===== config.mk =====
export PLATFORM = sky130hd
export DESIGN_NAME = conv_encoder_stream_flat
export DESIGN_NICKNAME = d
export VERILOG_FILES = /design/src/rtl/conv_enc_pkg.sv /design/src/rtl/conv_encoder_stream_if.sv /design/src/rtl/conv_enc_parity.sv /design/src/rtl/conv_encoder_stream.sv /design/src/flat_wrapper.sv
export SDC_FILE = /design/constraint.sdc
export NUM_CORES = 1
export LEC_CHECK = 0
export CORE_AREA = 2 2 39 41
export DETAILED_ROUTE_END_ITERATION = 6
export DIE_AREA = 0 0 41 43
export GPL_ROUTABILITY_DRIVEN = 0
export PLACE_DENSITY = 0.5
export SYNTH_ARGS = -nofsm -noshare
export SYNTH_HDL_FRONTEND = slang
export SYNTH_SLANG_ARGS = --single-unit
export TNS_END_PERCENT = 30

===== constraint.sdc =====
create_clock -name clk -period 1.5 [get_ports clk]
set_input_delay 0.3 -clock clk [delete_from_list [all_inputs] [get_ports clk]]
set_output_delay 0.3 -clock clk [all_outputs]
set_load 0.01 [all_outputs]

===== src/rtl/conv_enc_pkg.sv =====
// rtl/conv_enc_pkg.sv - shared types and constants for the streaming convolutional encoder
package conv_enc_pkg;

   // Frame phase: data bits from upstream, then the zero-tail flush
   typedef enum logic [0:0] {
      CONV_DATA = 1'b0,
      CONV_TAIL = 1'b1
   } conv_state_e;

   // Generators of the legacy (2,1,4) encoder: out_sym[1] taps 1111, out_sym[0] taps 1101
   localparam logic [7:0] CONV_GEN_K4_N2 = 8'b1111_1101;

   // Width of a counter that must hold the K-1 tail encodes of a frame
   function automatic int conv_tail_cnt_w(input int k);
      return $clog2(k);
   endfunction

endpackage


===== src/rtl/conv_encoder_stream_if.sv =====
// rtl/conv_encoder_stream_if.sv - bit-in / symbol-out handshake bundle of the encoder
interface conv_encoder_stream_if #(
   parameter int N = 2
);
   logic         in_valid;
   logic         in_ready;
   logic         in_bit;
   logic         in_last;
   logic         out_valid;
   logic         out_ready;
   logic [N-1:0] out_sym;
   logic         out_last;

   // Environment side: bit source upstream and symbol sink downstream
   modport master (
      output in_valid, in_bit, in_last, out_ready,
      input  in_ready, out_valid, out_sym, out_last
   );

   // Encoder side
   modport slave (
      input  in_valid, in_bit, in_last, out_ready,
      output in_ready, out_valid, out_sym, out_last
   );
endinterface


===== src/rtl/conv_enc_parity.sv =====
// rtl/conv_enc_parity.sv - combinational generator taps over the encoder window
module conv_enc_parity
   import conv_enc_pkg::*;
#(
   parameter int             K   = 4,
   parameter int             N   = 2,
   parameter logic [N*K-1:0] GEN = CONV_GEN_K4_N2
) (
   input  logic [K-1:0] win,
   output logic [N-1:0] sym
);

   // Each output bit is the XOR of the window bits its generator selects
   always_comb begin
      sym = '0;
      for (int j = 0; j < N; j++) begin
         sym[j] = ^(GEN[j*K +: K] & win);
      end
   end

endmodule


===== src/rtl/conv_encoder_stream.sv =====
// rtl/conv_encoder_stream.sv - streaming rate 1/N encoder; CONV_ENC_TAIL_EN enables zero-tail frames
module conv_encoder_stream
   import conv_enc_pkg::*;
#(
   parameter int             K   = 4,
   parameter int             N   = 2,
   parameter logic [N*K-1:0] GEN = CONV_GEN_K4_N2
) (
   input  logic                 clk,
   input  logic                 reset,
   conv_encoder_stream_if.slave bus
);

   logic [K-2:0] sr;          // sr[K-2] is the newest bit, sr[0] the oldest
   logic [N-1:0] sym_q;
   logic         valid_q;
   logic         last_q;

   logic         slot_free;
   logic         in_ready;
   logic         in_fire;
   logic         encode;
   logic         enc_u;
   logic         enc_last;
   logic         enc_clear;
   logic [K-1:0] win;
   logic [N-1:0] enc_sym;

   // The one-deep output register can take a new symbol when empty or draining
   assign slot_free = !valid_q || bus.out_ready;
   assign in_fire   = bus.in_valid && in_ready;
   assign win       = {enc_u, sr};

   conv_enc_parity #(
      .K   (K),
      .N   (N),
      .GEN (GEN)
   ) u_parity (
      .win (win),
      .sym (enc_sym)
   );

`ifdef CONV_ENC_TAIL_EN
   localparam int         CW     = conv_tail_cnt_w(K);
   localparam logic [0:0] S_DATA = CONV_DATA;
   localparam logic [0:0] S_TAIL = CONV_TAIL;

   logic [0:0]    state;
   logic [CW-1:0] tail_cnt;

   // In TAIL the encoder feeds zeros, blocks upstream and encodes whenever the slot frees
   always_comb begin
      in_ready  = (state == S_DATA) && slot_free;
      enc_u     = (state == S_DATA) ? bus.in_bit : 1'b0;
      encode    = in_fire || ((state == S_TAIL) && slot_free);
      enc_last  = (state == S_TAIL) && (tail_cnt == CW'(1));
      enc_clear = 1'b0;
   end

   // Frame FSM: the last data bit arms K-1 tail encodes, the final one returns to DATA
   always_ff @(posedge clk) begin
      if (reset) begin
         state    <= S_DATA;
         tail_cnt <= '0;
      end else if (state == S_DATA) begin
         if (in_fire && bus.in_last) begin
            state    <= S_TAIL;
            tail_cnt <= CW'(K - 1);
         end
      end else if (encode) begin
         tail_cnt <= tail_cnt - CW'(1);
         if (tail_cnt == CW'(1)) begin
            state <= S_DATA;
         end
      end
   end
`else
   // Without a tail the frame ends on its last data symbol and the register restarts from zero
   always_comb begin
      in_ready  = slot_free;
      enc_u     = bus.in_bit;
      encode    = in_fire;
      enc_last  = bus.in_last;
      enc_clear = bus.in_last;
   end
`endif

   // Shift register and output symbol register; an encode always lands in a free slot
   always_ff @(posedge clk) begin
      if (reset) begin
         sr      <= '0;
         sym_q   <= '0;
         last_q  <= 1'b0;
         valid_q <= 1'b0;
      end else if (encode) begin
         sym_q   <= enc_sym;
         last_q  <= enc_last;
         valid_q <= 1'b1;
         sr      <= enc_clear ? '0 : win[K-1:1];
      end else if (slot_free) begin
         valid_q <= 1'b0;
      end
   end

   assign bus.in_ready  = in_ready;
   assign bus.out_valid = valid_q;
   assign bus.out_sym   = sym_q;
   assign bus.out_last  = last_q;

endmodule


===== src/flat_wrapper.sv =====
// flat-port wrapper written by rule: the top's interface ports become plain ports
module conv_encoder_stream_flat import conv_enc_pkg::*;
#(
   parameter int             K   = 4,
   parameter int             N   = 2,
   parameter logic [N*K-1:0] GEN = CONV_GEN_K4_N2
)
  (clk, reset, bus_in_valid, bus_in_bit, bus_in_last, bus_out_ready, bus_in_ready, bus_out_valid, bus_out_sym, bus_out_last);
  conv_encoder_stream_if #(.N(N)) bus_i ();
  input  logic clk;
  input  logic reset;
  input wire logic [$bits(bus_i.in_valid)-1:0] bus_in_valid;
  input wire logic [$bits(bus_i.in_bit)-1:0] bus_in_bit;
  input wire logic [$bits(bus_i.in_last)-1:0] bus_in_last;
  input wire logic [$bits(bus_i.out_ready)-1:0] bus_out_ready;
  output wire logic [$bits(bus_i.in_ready)-1:0] bus_in_ready;
  output wire logic [$bits(bus_i.out_valid)-1:0] bus_out_valid;
  output wire logic [$bits(bus_i.out_sym)-1:0] bus_out_sym;
  output wire logic [$bits(bus_i.out_last)-1:0] bus_out_last;
  assign bus_i.in_valid = bus_in_valid;
  assign bus_i.in_bit = bus_in_bit;
  assign bus_i.in_last = bus_in_last;
  assign bus_i.out_ready = bus_out_ready;
  assign bus_in_ready = bus_i.in_ready;
  assign bus_out_valid = bus_i.out_valid;
  assign bus_out_sym = bus_i.out_sym;
  assign bus_out_last = bus_i.out_last;
  conv_encoder_stream #(.K(K), .N(N), .GEN(GEN)) u_core (.clk(clk), .reset(reset), .bus(bus_i));
endmodule

==> results of run 1 <==
[worst min-delay path, delay by kind of cell (launching register included)]
kind / cells / cell delay [ps]
AOI/OAI and AO/OA: 2 / 130
DFF: 1 / 300
[final cells by class]
class                      instances  area [µm²]  share of cell area (%)
multi-input combinational         22         163                    33.8
sequential                         7         140                    29.1
timing repair buffer              14         125                    26.0
clock buffer                       4        26.3                    5.45
tap                               16        20.0                    4.16
inverter                           2        7.51                    1.56
[registers in the layout, indices dropped and copies added, names as in the netlist]
| signal | count |
|---|---|
| u_core.bus.out_last | 1 |
| u_core.bus.out_sym | 2 |
| u_core.bus.out_valid | 1 |
| u_core.sr | 3 |
[kinds of logic (layout without fill, tap and decap cells)]
logic type                count (synthesis)  in the layout
xor gates and xnor gates                  1              1
buffers and inverters                     3             20
and+or+nand+nor                           9              9
DFF                                       7              7
AOI/OAI and AO/OA                        12             12
[stage by stage]
step | power, mW | utilization, %
2_1_floorplan | 0.236 | -
3_3_place_gp | 0.282 | 33.3
3_5_place_dp | 0.282 | 33.3
4_1_cts | 0.457 | 34.8
5_1_grt | 0.475 | 34.8
6_report | 0.447 | 34.8
[layer usage]
metal / share of wire, % / GRT usage, % / wire length (µm)
met2: 40 / 12.5 / 311
met1: 48 / 13.4 / 376
met5: 0 / 0 / 0
met3: 11 / 4.19 / 86
met4: 0.51 / 10.0 / 4
[cells in the final DEF, fill, tap and decap left out, types with 2 or more instances in the layout]
master / instances
sky130_fd_sc_hd__clkdlybuf4s50_1: 9
sky130_fd_sc_hd__nand3_1: 2
sky130_fd_sc_hd__a21oi_1: 6
sky130_fd_sc_hd__dfxtp_1: 7
sky130_fd_sc_hd__clkbuf_4: 3
sky130_fd_sc_hd__nand4b_1: 3
sky130_fd_sc_hd__buf_4: 4
sky130_fd_sc_hd__o21ai_0: 5
[timing repair]
item	4_1_cts	5_1_grt
resized for setup	4	0
endpoints found under the setup margin	1	0
buffers inserted	0	0
[worst min path at each step]
stage                                                  start                                 end  slack (ps)
after detailed placement    u_core.bus.out_last$_SDFFE_PP0P_    u_core.bus.out_last$_SDFFE_PP0P_         470
after global placement             u_core.sr[0]$_SDFFE_PP0P_           u_core.sr[0]$_SDFFE_PP0P_         470
final                              u_core.sr[0]$_SDFFE_PP0P_           u_core.sr[0]$_SDFFE_PP0P_         480
after floorplan                                        reset    u_core.bus.out_last$_SDFFE_PP0P_         370
after global routing      u_core.bus.out_sym[0]$_SDFFE_PP0P_  u_core.bus.out_sym[0]$_SDFFE_PP0P_         520
after CTS                   u_core.bus.out_last$_SDFFE_PP0P_    u_core.bus.out_last$_SDFFE_PP0P_         480
[power groups by stage]
stage	logic, mW	clock network [mW]	registers [mW]
floorplan	0.0297	0	0.207
global route	0.0840	0.191	0.201
global placement	0.0782	0	0.204
detailed placement	0.0787	0	0.204
CTS	0.0784	0.178	0.200
finish	0.0781	0.169	0.200
==> reports/summary.txt, run 1 <==
Post-route antenna net violation count -> 0
Startpoint Class -> primary input
CP bufs+invs -> 3
Critical Setup Path Class -> in2out
Vias in the first global route -> 286
Top Ports -> 11
P_sw -> 0.105 mW
Core outline area -> 0.00138 mm²
Worst hold slack -> 478 ps
Number of max-capacitance violations reported -> 0
Delay of the slowest cell on the worst path -> 450 ps
TritonCTS clock tree -> yes
Register-to-register setup slack -> 230 ps
Slowest cell on the critical path -> sky130_fd_sc_hd__clkdlybuf4s50_1
Final hold violations -> 0
Total number of nets in the final design -> 56
Switch share -> 23.4%
Area growth from synthesis to layout -> 52.8%
Area of all placed cells without fillers -> 482 µm²
Sequential area share after synthesis -> 44.4%
Mean area per synthesized cell -> 9.85 µm²
Share of the synthesized area in compound gates (AO/OA/AOI/OAI) -> 19.8%
Count of non-filler cells in the finished layout -> 65
Vias per inst -> 4.77
Parity-gate share of the synthesized area counting xor and xnor cells -> 7.94%
Wirelength, routed -> 777 µm
Post-Synth Adder-Cell Area -> 0%
Largest net degree at the start of global routing -> 9
Number of clock sinks -> 7
Delay-heaviest family, CP -> buffers and inverters
Clock buffer count from CTS -> 3
Worst IR drop on VDD -> 0.358 mV
First-pass GRT wire length -> 1170 µm
Post-detailed-placement half-perimeter wirelength -> 548 µm
Count of inserted antenna diode cells -> 0
Number of enable-type register cells in the synthesized netlist -> 0
Final clock skew -> 0.686 ps
Async set-or-reset flop fraction in the synthesized netlist -> 0%
Initial DRC count -> 4
Post-Synthesis Net Count -> 38
Placement Cell Area -> 460 µm²
Sequential share of power -> 44.8%
Endpoint of the worst register-to-register path -> u_core.bus.out_sym[1]$_SDFFE_PP0P_
Final setup violation count -> 0
Critical-path maximum fanout -> 2
Peak Freq -> 0.704 GHz
Final Max Tran Viols -> 0
Multiplexer share of the synthesized area -> 0%
Data required time of the worst path -> 1200 ps
Fill count -> 159
Clock buffer depth -> 2
Reg-to-reg startpoint -> u_core.sr[0]$_SDFFE_PP0P_
Initial standard-cell utilization of the core -> 22.8%
Clock power share -> 37.7%
DIE AREA -> 0.00176 mm²
Final Worst Setup Slack -> 79.6 ps
Final period utilization -> 94.7%
Most frequent cells after synthesis -> sky130_fd_sc_hd__dfxtp_1, sky130_fd_sc_hd__a21oi_1, sky130_fd_sc_hd__o21ai_0
Post-placement worst setup slack -> -332 ps
Global-route usage over all layers -> 10.5%
Pre-Repair DR Iteration Count -> 4
Ys Warns -> 0
Clock latency on the worst-skew pair -> 250 ps
Pleak -> 0.185 nW
Status -> finished, final reports clean
Remaining design rule violation count -> 0
P_int -> 0.342 mW
Number of antenna violations at the first check in global routing -> 0
Prevailing post-synth register cell -> sky130_fd_sc_hd__dfxtp_1
Post-Synth Simple-Gate Area -> 23.8%
Sum of overflow across all layers after global routing -> 0
Min Clock Period, post-route -> 1420 ps
CTS hold repair buffers -> 0
Fraction of synthesized cell area taken by the top area cell type -> 44.4%
Chip height -> 43 µm
Setup crit start -> bus_out_ready
Most common cell in the netlist -> sky130_fd_sc_hd__dfxtp_1
Post-route setup TNS -> 0 ps
Top cells by area, synth -> sky130_fd_sc_hd__dfxtp_1, sky130_fd_sc_hd__a21oi_1, sky130_fd_sc_hd__nand4b_1
Main combinational cell family by area after synthesis -> simple AND/OR/NAND/NOR gates
Post-synth cell types -> 14
Worst hold-check path type -> reg2reg
CTS root buf -> sky130_fd_sc_hd__clkbuf_4
Die width -> 41 µm
Tightest Pin Transition -> 263 ps
Synthesis-stage register bit count -> 7
Setup repair after global routing missed its margin -> false
Fraction of final layout cells sized beyond drive strength 1 -> 22.4%
Critical path destination -> bus_in_ready
Number of placed instances with taps included -> 61
Arrival @ worst endpoint -> 1120 ps
Worst hold path cell count -> 2
Most area-hungry cell type in the Yosys netlist -> sky130_fd_sc_hd__dfxtp_1
Count of mapped cells out of synthesis -> 32
Crit. End Element -> primary output
Clock edge transition at the registers on the reported setup and hold paths -> 50 ps
Average wire per standard cell -> 12.0 µm
Worst Reg2Reg Path Length in Cells -> 3
Count of input and output buffers -> 10
Logic pwr share -> 17.5%
Worst slew margin relative to its limit -> 82.4%
Number of placement rows -> 14
Stages on the worst setup path -> 4
CTS H-tree depth -> 1
Cell Pwr Density -> 928 mW/mm²
Number of vias in the routed layout -> 310
Area of the mapped netlist -> 315 µm²
Critical path cell sequence -> clkdlybuf4s50_1, and2b_1, inv_2, buf_2
(Power assumes the default switching activity.)
==> inputs of run 2 (changes only) <==
--- a/config.mk
+++ b/config.mk
@@ -5,6 +5,7 @@
 export SDC_FILE = /design/constraint.sdc
 export NUM_CORES = 1
 export LEC_CHECK = 0
+export ABC_CLOCK_PERIOD_IN_PS = 1500
 export CORE_AREA = 2 2 39 41
 export DETAILED_ROUTE_END_ITERATION = 6
 export DIE_AREA = 0 0 41 43
==> results of run 2 <==
No change in the layout: final DEF, timing and power equal those of run 1.
